[src/rtl/sccb_byte_ctrl.sv]
// Byte-level SCCB/I2C sequencer: breaks one byte transaction (START, 8 data bits,
// acknowledge phase, STOP) into single-bit commands for the bit controller.
module sccb_byte_ctrl #(
  parameter logic [3:0] CMD_NOP   = 4'b0000,
  parameter logic [3:0] CMD_START = 4'b0001,
  parameter logic [3:0] CMD_STOP  = 4'b0010,
  parameter logic [3:0] CMD_READ  = 4'b0100,
  parameter logic [3:0] CMD_WRITE = 4'b1000
) (
  input  logic       clk,
  input  logic       rst,
  input  logic       start,
  input  logic       stop,
  input  logic       read,
  input  logic       write,
  input  logic       ack_in,
  input  logic [7:0] din,
  output logic       cmd_ack,
  output logic       ack_out,
  output logic [7:0] dout,
  output logic       busy,
  output logic [3:0] core_cmd,
  output logic       core_txd,
  input  logic       core_ack,
  input  logic       core_rxd
);

  localparam logic [2:0] ST_IDLE  = 3'd0;
  localparam logic [2:0] ST_START = 3'd1;
  localparam logic [2:0] ST_READ  = 3'd2;
  localparam logic [2:0] ST_WRITE = 3'd3;
  localparam logic [2:0] ST_ACK   = 3'd4;
  localparam logic [2:0] ST_STOP  = 3'd5;

  logic [2:0] state, state_nxt;
  logic [7:0] sr, sr_nxt;
  logic [2:0] cnt, cnt_nxt;
  logic [3:0] cmd_nxt;
  logic       ack_out_nxt, cmd_ack_nxt, txd_nxt;
  logic       go;

  // cmd_ack masks go so the still-held request cannot restart in the completion cycle
  assign go   = (read | write | stop) & ~cmd_ack;
  assign dout = sr;
  assign busy = (state != ST_IDLE);

  always_comb begin
    state_nxt   = state;
    sr_nxt      = sr;
    cnt_nxt     = cnt;
    cmd_nxt     = core_cmd;
    ack_out_nxt = ack_out;
    cmd_ack_nxt = 1'b0;
    txd_nxt     = 1'b0;
    case (state)
      ST_IDLE: if (go) begin
        sr_nxt  = din;
        cnt_nxt = 3'd7;
        if (start)      begin state_nxt = ST_START; cmd_nxt = CMD_START; end
        else if (read)  begin state_nxt = ST_READ;  cmd_nxt = CMD_READ;  end
        else if (write) begin state_nxt = ST_WRITE; cmd_nxt = CMD_WRITE; end
        else            begin state_nxt = ST_STOP;  cmd_nxt = CMD_STOP;  end
      end
      ST_START: if (core_ack) begin
        if (read) begin state_nxt = ST_READ;  cmd_nxt = CMD_READ;  end
        else      begin state_nxt = ST_WRITE; cmd_nxt = CMD_WRITE; end
      end
      ST_READ, ST_WRITE: if (core_ack) begin
        sr_nxt  = {sr[6:0], core_rxd};
        cnt_nxt = cnt - 3'd1;
        if (cnt == 3'd0) begin
          state_nxt = ST_ACK;
          // master drives ack_in after a read, samples the slave ack after a write
          cmd_nxt   = read ? CMD_WRITE : CMD_READ;
        end
      end
      ST_ACK: if (core_ack) begin
        ack_out_nxt = core_rxd;
        if (stop) begin
          state_nxt = ST_STOP;
          cmd_nxt   = CMD_STOP;
        end else begin
          state_nxt   = ST_IDLE;
          cmd_nxt     = CMD_NOP;
          cmd_ack_nxt = 1'b1;
        end
      end
      ST_STOP: if (core_ack) begin
        state_nxt   = ST_IDLE;
        cmd_nxt     = CMD_NOP;
        cmd_ack_nxt = 1'b1;
      end
      default: begin
        state_nxt = ST_IDLE;
        cmd_nxt   = CMD_NOP;
      end
    endcase
    // txd follows the upcoming state so it is valid as soon as the command appears
    case (state_nxt)
      ST_WRITE: txd_nxt = sr_nxt[7];
      ST_ACK:   txd_nxt = ack_in;
      default:  txd_nxt = 1'b0;
    endcase
  end

  always_ff @(posedge clk or posedge rst) begin
    if (rst) begin
      state    <= ST_IDLE;
      sr       <= 8'h00;
      cnt      <= 3'd0;
      core_cmd <= CMD_NOP;
      core_txd <= 1'b0;
      cmd_ack  <= 1'b0;
      ack_out  <= 1'b0;
    end else begin
      state    <= state_nxt;
      sr       <= sr_nxt;
      cnt      <= cnt_nxt;
      core_cmd <= cmd_nxt;
      core_txd <= txd_nxt;
      cmd_ack  <= cmd_ack_nxt;
      ack_out  <= ack_out_nxt;
    end
  end

endmodule

[config.mk]
export PLATFORM = sky130hd
export DESIGN_NAME = sccb_byte_ctrl
export DESIGN_NICKNAME = d
export VERILOG_FILES = /design/src/rtl/sccb_byte_ctrl.sv
export SDC_FILE = /design/constraint.sdc
export NUM_CORES = 1
export LEC_CHECK = 0
export CAP_MARGIN = 10
export CORE_AREA = 2 2 60 62
export CTS_BUF_LIST = sky130_fd_sc_hd__clkbuf_8
export DETAILED_ROUTE_END_ITERATION = 7
export DIE_AREA = 0 0 62 64
export SLEW_MARGIN = 20
export SYNTH_ARGS = -nofsm -noshare
export SYNTH_HDL_FRONTEND = slang
export SYNTH_SLANG_ARGS = --single-unit
[constraint.sdc]
create_clock -name clk -period 2.45 [get_ports clk]
set_input_delay 0.49 -clock clk [delete_from_list [all_inputs] [get_ports clk]]
set_output_delay 0.49 -clock clk [all_outputs]
set_load 0.01 [all_outputs]
# After elaboration in Yosys (flattened, before gate mapping)
# Cells that the tools add are included.
# W data, S select, Z words.
[word_totals]
in_bits = 17
memories = 0
reg_bits = 21
out_inout_bits = 16
latch_bits = 0
mem_bits_ro = 0
mem_bits_rw = 0
wordCells = 70
[op_classes]
bitwise_logic = 4
n_reduce_logical = 8
magnitude_cmp = 0
n_div = 0
addsub = 1
n_eq_ne = 13
muxes = 36
shift = 0
n_mul = 0
[op_table]
columns = ["operator", "count"]
rows = [
  ["$mux W4", 11],
  ["$mux W3", 12],
  ["$pmux W4 S5", 1],
  ["$mux W8", 2],
  ["$pmux W8 S2", 1],
  ["$pmux W3 S5", 1],
  ["$ne A2 B2 Y1 const B", 6],
  ["$eq A3 B2 Y1 const B", 3],
  ["$eq A3 B3 Y1 const B", 3],
  ["$logic_not A3 Y1", 2],
  ["$pmux W3 S2", 1],
  ["$reduce_and A6 Y1", 1],
  ["$mux W1", 4],
  ["$pmux W1 S2", 2],
  ["$eq A3 B1 Y1 const B", 1],
  ["$reduce_and A3 Y1", 1],
  ["$reduce_bool A3 Y1", 1],
  ["$sub A3 B1 Y3 const B", 1],
  ["$mux W2", 1],
  ["$or A1 B1 Y1", 2],
  ["$reduce_and A2 Y1", 1],
  ["$reduce_bool A2 Y1", 1],
  ["$reduce_or A2 Y1", 1],
  ["$and A1 B1 Y1", 1],
  ["$not A1 Y1", 1],
]

# Depth between registers and ports, before layout
[logic_depth]
word_depth = 7
mapped_depth = 8
depth_no_buf = 8

# Least setup slack after synthesis
# OpenSTA, ideal clock, no wires.
[synth_timing]
kind = "in2reg"
start = "input read"
end = "register core_txd"
cell_stages = 6
path_buffers = 1
slack_ns = 0.514
required_ns = 2.328
setup_time_ns = 0.122
arrival_time_ns = 1.814
path_cell_list = "clkbuf_1 -> nor3_1 -> or3_4 -> a21o_1 -> and3_4 -> a32o_1"
[synth_via]
elab_chain_cells = 7
elab_cells_between_ends = 14
cone_classes = "eq/ne: 2; mux: 9; bitwise: 3"
[synth_rtl]
columns = ["item", "line_no", "source"]
rows = [
  ["from (decl)", "14", "input logic read,"],
  ["$or A1 B1 Y1 (2 in series)", "43", "assign go = (read | write | stop) & ~cmd_ack;"],
  ["$and A1 B1 Y1", "43", ""],
  ["$mux W3", "56", "ST_IDLE: if (go) begin"],
  ["$pmux W3 S5", "55", "case (state)"],
  ["$eq A3 B3 Y1 / $eq A3 B2 Y1 (equally long branches)", "99", "case (state_nxt)"],
  ["$pmux W1 S2 (*)", "99", ""],
  ["net txd_nxt", "39", "logic ack_out_nxt, cmd_ack_nxt, txd_nxt;"],
  ["to (signal assigned)", "120", "core_txd <= txd_nxt;"],
  ["to (decl)", "23", "output logic core_txd,"],
]
# The timed path passes the listed nets; every way through them passes the cells marked *. The select of a mux whose other input is x is not followed.
# A chain may end at the register's enable or synchronous reset.

# Worst setup path in the final report
[layout_timing]
start = "register state[2]"
end = "output busy"
[layout_via]
elab_chain_cells = 1
[layout_rtl]
columns = ["item", "line_no", "source"]
rows = [
  ["from (decl)", "35", "logic [2:0] state, state_nxt;"],
  ["from (signal assigned)", "116", "state <= state_nxt;"],
  ["$reduce_bool A3 Y1", "45", "assign busy = (state != ST_IDLE);"],
  ["to (decl)", "21", "output logic busy,"],
]
# Every way passes these cells.

==> results.ini <==
[timing]
holdWs_ns=0.462
fmax_ghz=0.453
finalCritPeriodShare_pct=90.2
rsz0062_at_grt=false
fin_ws_ns=0.240
layout_min_cycle_time_ns=2.21
setup_viol_count_final=0
tns_ns=0
finalMaxSlewViolations=0
relSlewSlack_pct=47.7
hold_viol_final=0
final.setup_skew_ns=0.00545
max_slew.worst_pin.slew_ns=0.784

[finish]
seqCellArea_um2=526
final_nets=174
diodes=0
final_common_cell=clkdlybuf4s50_1
final_area_mm2=0.00155
syn2layout_area_growth_pct=39.8
multi_input_area_um2=519
drive_above_1_share_pct=10.4
fillers=336
layout_common_cells=32 x clkdlybuf4s50_1, 21 x dfrtp_1, 19 x nand2_1

[clock_network]
clk_path_buf_depth=2
root_buffer=clkbuf_8
hold_buffers=0
clock-sinks=21
clock_latency_ns=0.26
h-tree-depth=1
cts_setup_buffers=0
cts.clk_slew.worst_paths_ns=0.07
cts_tree=yes
cts_buffers=3
ctsResizeCount=0

[detailed_routing]
first_iter_violations=32
routed_wirelength_um=2570
drt_pre_antenna_iters=6
wl_per_cell_um=12.9
vias_per_cell=4.90
postRouteAntennaNets=0
drc_errors=0
via_count=979

[run]
drv_cap=0

[logic_synthesis]
ys_ff_latch=21
synth_flop_cell=dfrtp_1
synth_edf_count=0
syn_nets=138
async_flop_share_pct=100
syn_avg_cell_area_um2=9.29
synth_cell_types=31
yosysSeqAreaShare_pct=47.5
yosysWarnings=0
syn_area_mm2=0.00111
synthCells=119

[place]
place_congestion=0.796
dp_hpwl_um=1950
post-place-ws_ns=0.129
dpl_cell_area_mm2=0.00150
portBuffers=32

[global_routing]
use_met3_pct=2.63
met1_usage_pct=20.3
grt_pass1_wl_um=4310
antenna_found_initial=0
grt_pass1_vias=952
grt_max_degree=22
grt_usage_pct=14.1
grt_overflow_total=0
grt_use_met2_pct=21.9
busiest_layer=met2

[pwr]
cellPowerDensity_mw_per_mm2=939
vdd_drop_max_mv=0.434
p_total_mw=1.45
leakagePower_nw=0.693

[outcome]
status=completed

[floorplanning]
die_h_um=64
die_w_um=62
placement_rows=21
io_pins=33
initial_core_util_pct=33.7
core_area_mm2=0.00328
die_area_mm2=0.00397

[setup_path]
cp_slowest_stage_delay_ns=0.52
crit_path_end_kind=output port
critPathRequiredTime_ns=1.96
path_max_fanout=13
r2r-start=state[2]$_DFF_PP0_
crit_path_cell_trace=or3_1 -> clkdlybuf4s50_1
critPathArrivalTime_ns=1.72
startpoint=state[2]$_DFF_PP0_
start_kind=flop
critPathSlowestCell=dfrtp_1
critPathKind=reg2out

[worst_hold_path]
hp-start=cnt[0]$_DFFE_PP0P_
worstHoldPathType=reg2reg

==> logic make-up (layout without fill, tap and decap cells) <==
kind of cell	after synthesis	after routing	synth area share, %
simple gates	44	44	19.8
mux	6	6	6.11
flops	21	21	47.5
compound gates	30	30	18.8
fa+ha+maj	2	2	2.26
buf+inv	16	51	5.54
==> cells in the mapped netlist (2+ instances only) <==
cell type	count	share of area, %
dfrtp_1	21	48
nand2_1	19	6.4
inv_1	9	3.1
a22oi_1	8	5.4
nor2_1	8	2.7
a21oi_1	6	2.7
a31oi_1	6	3.4
clkbuf_1	6	2.0
mux2_1	3	3.1
mux2_2	3	3.1
nand2b_1	3	1.7
nor3_1	3	1.4
a211oi_1	2	1.4
ha_1	2	2.3
nor4_1	2	1.1
o21ai_0	2	0.91
or3_1	2	1.1
==> per-stage QoR <==
step                      utilization [%]  instances
after global routing                 47.1        200
after global placement               45.7        196
after detailed placement             45.7        196
after floorplan                         -        119
after CTS                            47.1        200
final                                47.1        200
==> per-layer routing <==
| layer | vias to the layer above | routed length [um] |
|---|---|---|
| li1 | 488 | - |
| met1 | 464 | 1210 |
| met2 | 25 | 1210 |
| met3 | 2 | 136 |
| met4 | 0 | 14 |
| met5 | - | 0 |
==> power by group <==
group | internal, mW | switching, mW | total [mW]
Combinational | 0.360 | 0.291 | 0.651
Clock | 0.111 | 0.108 | 0.219
Sequential | 0.477 | 0.106 | 0.583
==> worst max-delay path, delay by kind of cell (launching register included) <==
family,cells,cell delay (ns)
AND/OR/NAND/NOR,1,0.44
flip-flops,1,0.52
buffers and inverters,1,0.51
==> area by class of cell <==
cell class / count / share of cell area, %
inverter: 9 / 2.18
sequential: 21 / 34.0
timing repair buffer: 38 / 23.6
multi-input combinational: 82 / 33.6
clock buffer: 3 / 2.67
clock inverter: 1 / 0.243
tap: 46 / 3.72
==> flip-flops by register name, indices dropped and copies added, names as in the netlist <==
| name | flops |
|---|---|
| ack_out | 1 |
| cmd_ack | 1 |
| cnt | 3 |
| core_cmd | 4 |
| core_txd | 1 |
| dout | 8 |
| state | 3 |
==> path summary, 6_finish.rpt <==
check / slack (ns) / endpoint / cells after the start
max: 0.24 / busy / 2
min: 0.46 / cnt[0]$_DFFE_PP0P_ / 1
max reg2reg: 0.43 / core_txd$_DFF_PP0_ / 5
min reg2reg: 0.46 / cnt[0]$_DFFE_PP0P_ / 1
max in group asynchronous: 1.28 / dout[4]$_DFFE_PP0P_ / 2
min in group asynchronous: 0.67 / ack_out$_DFFE_PP0P_ / 2
(Power assumes the default switching activity.)
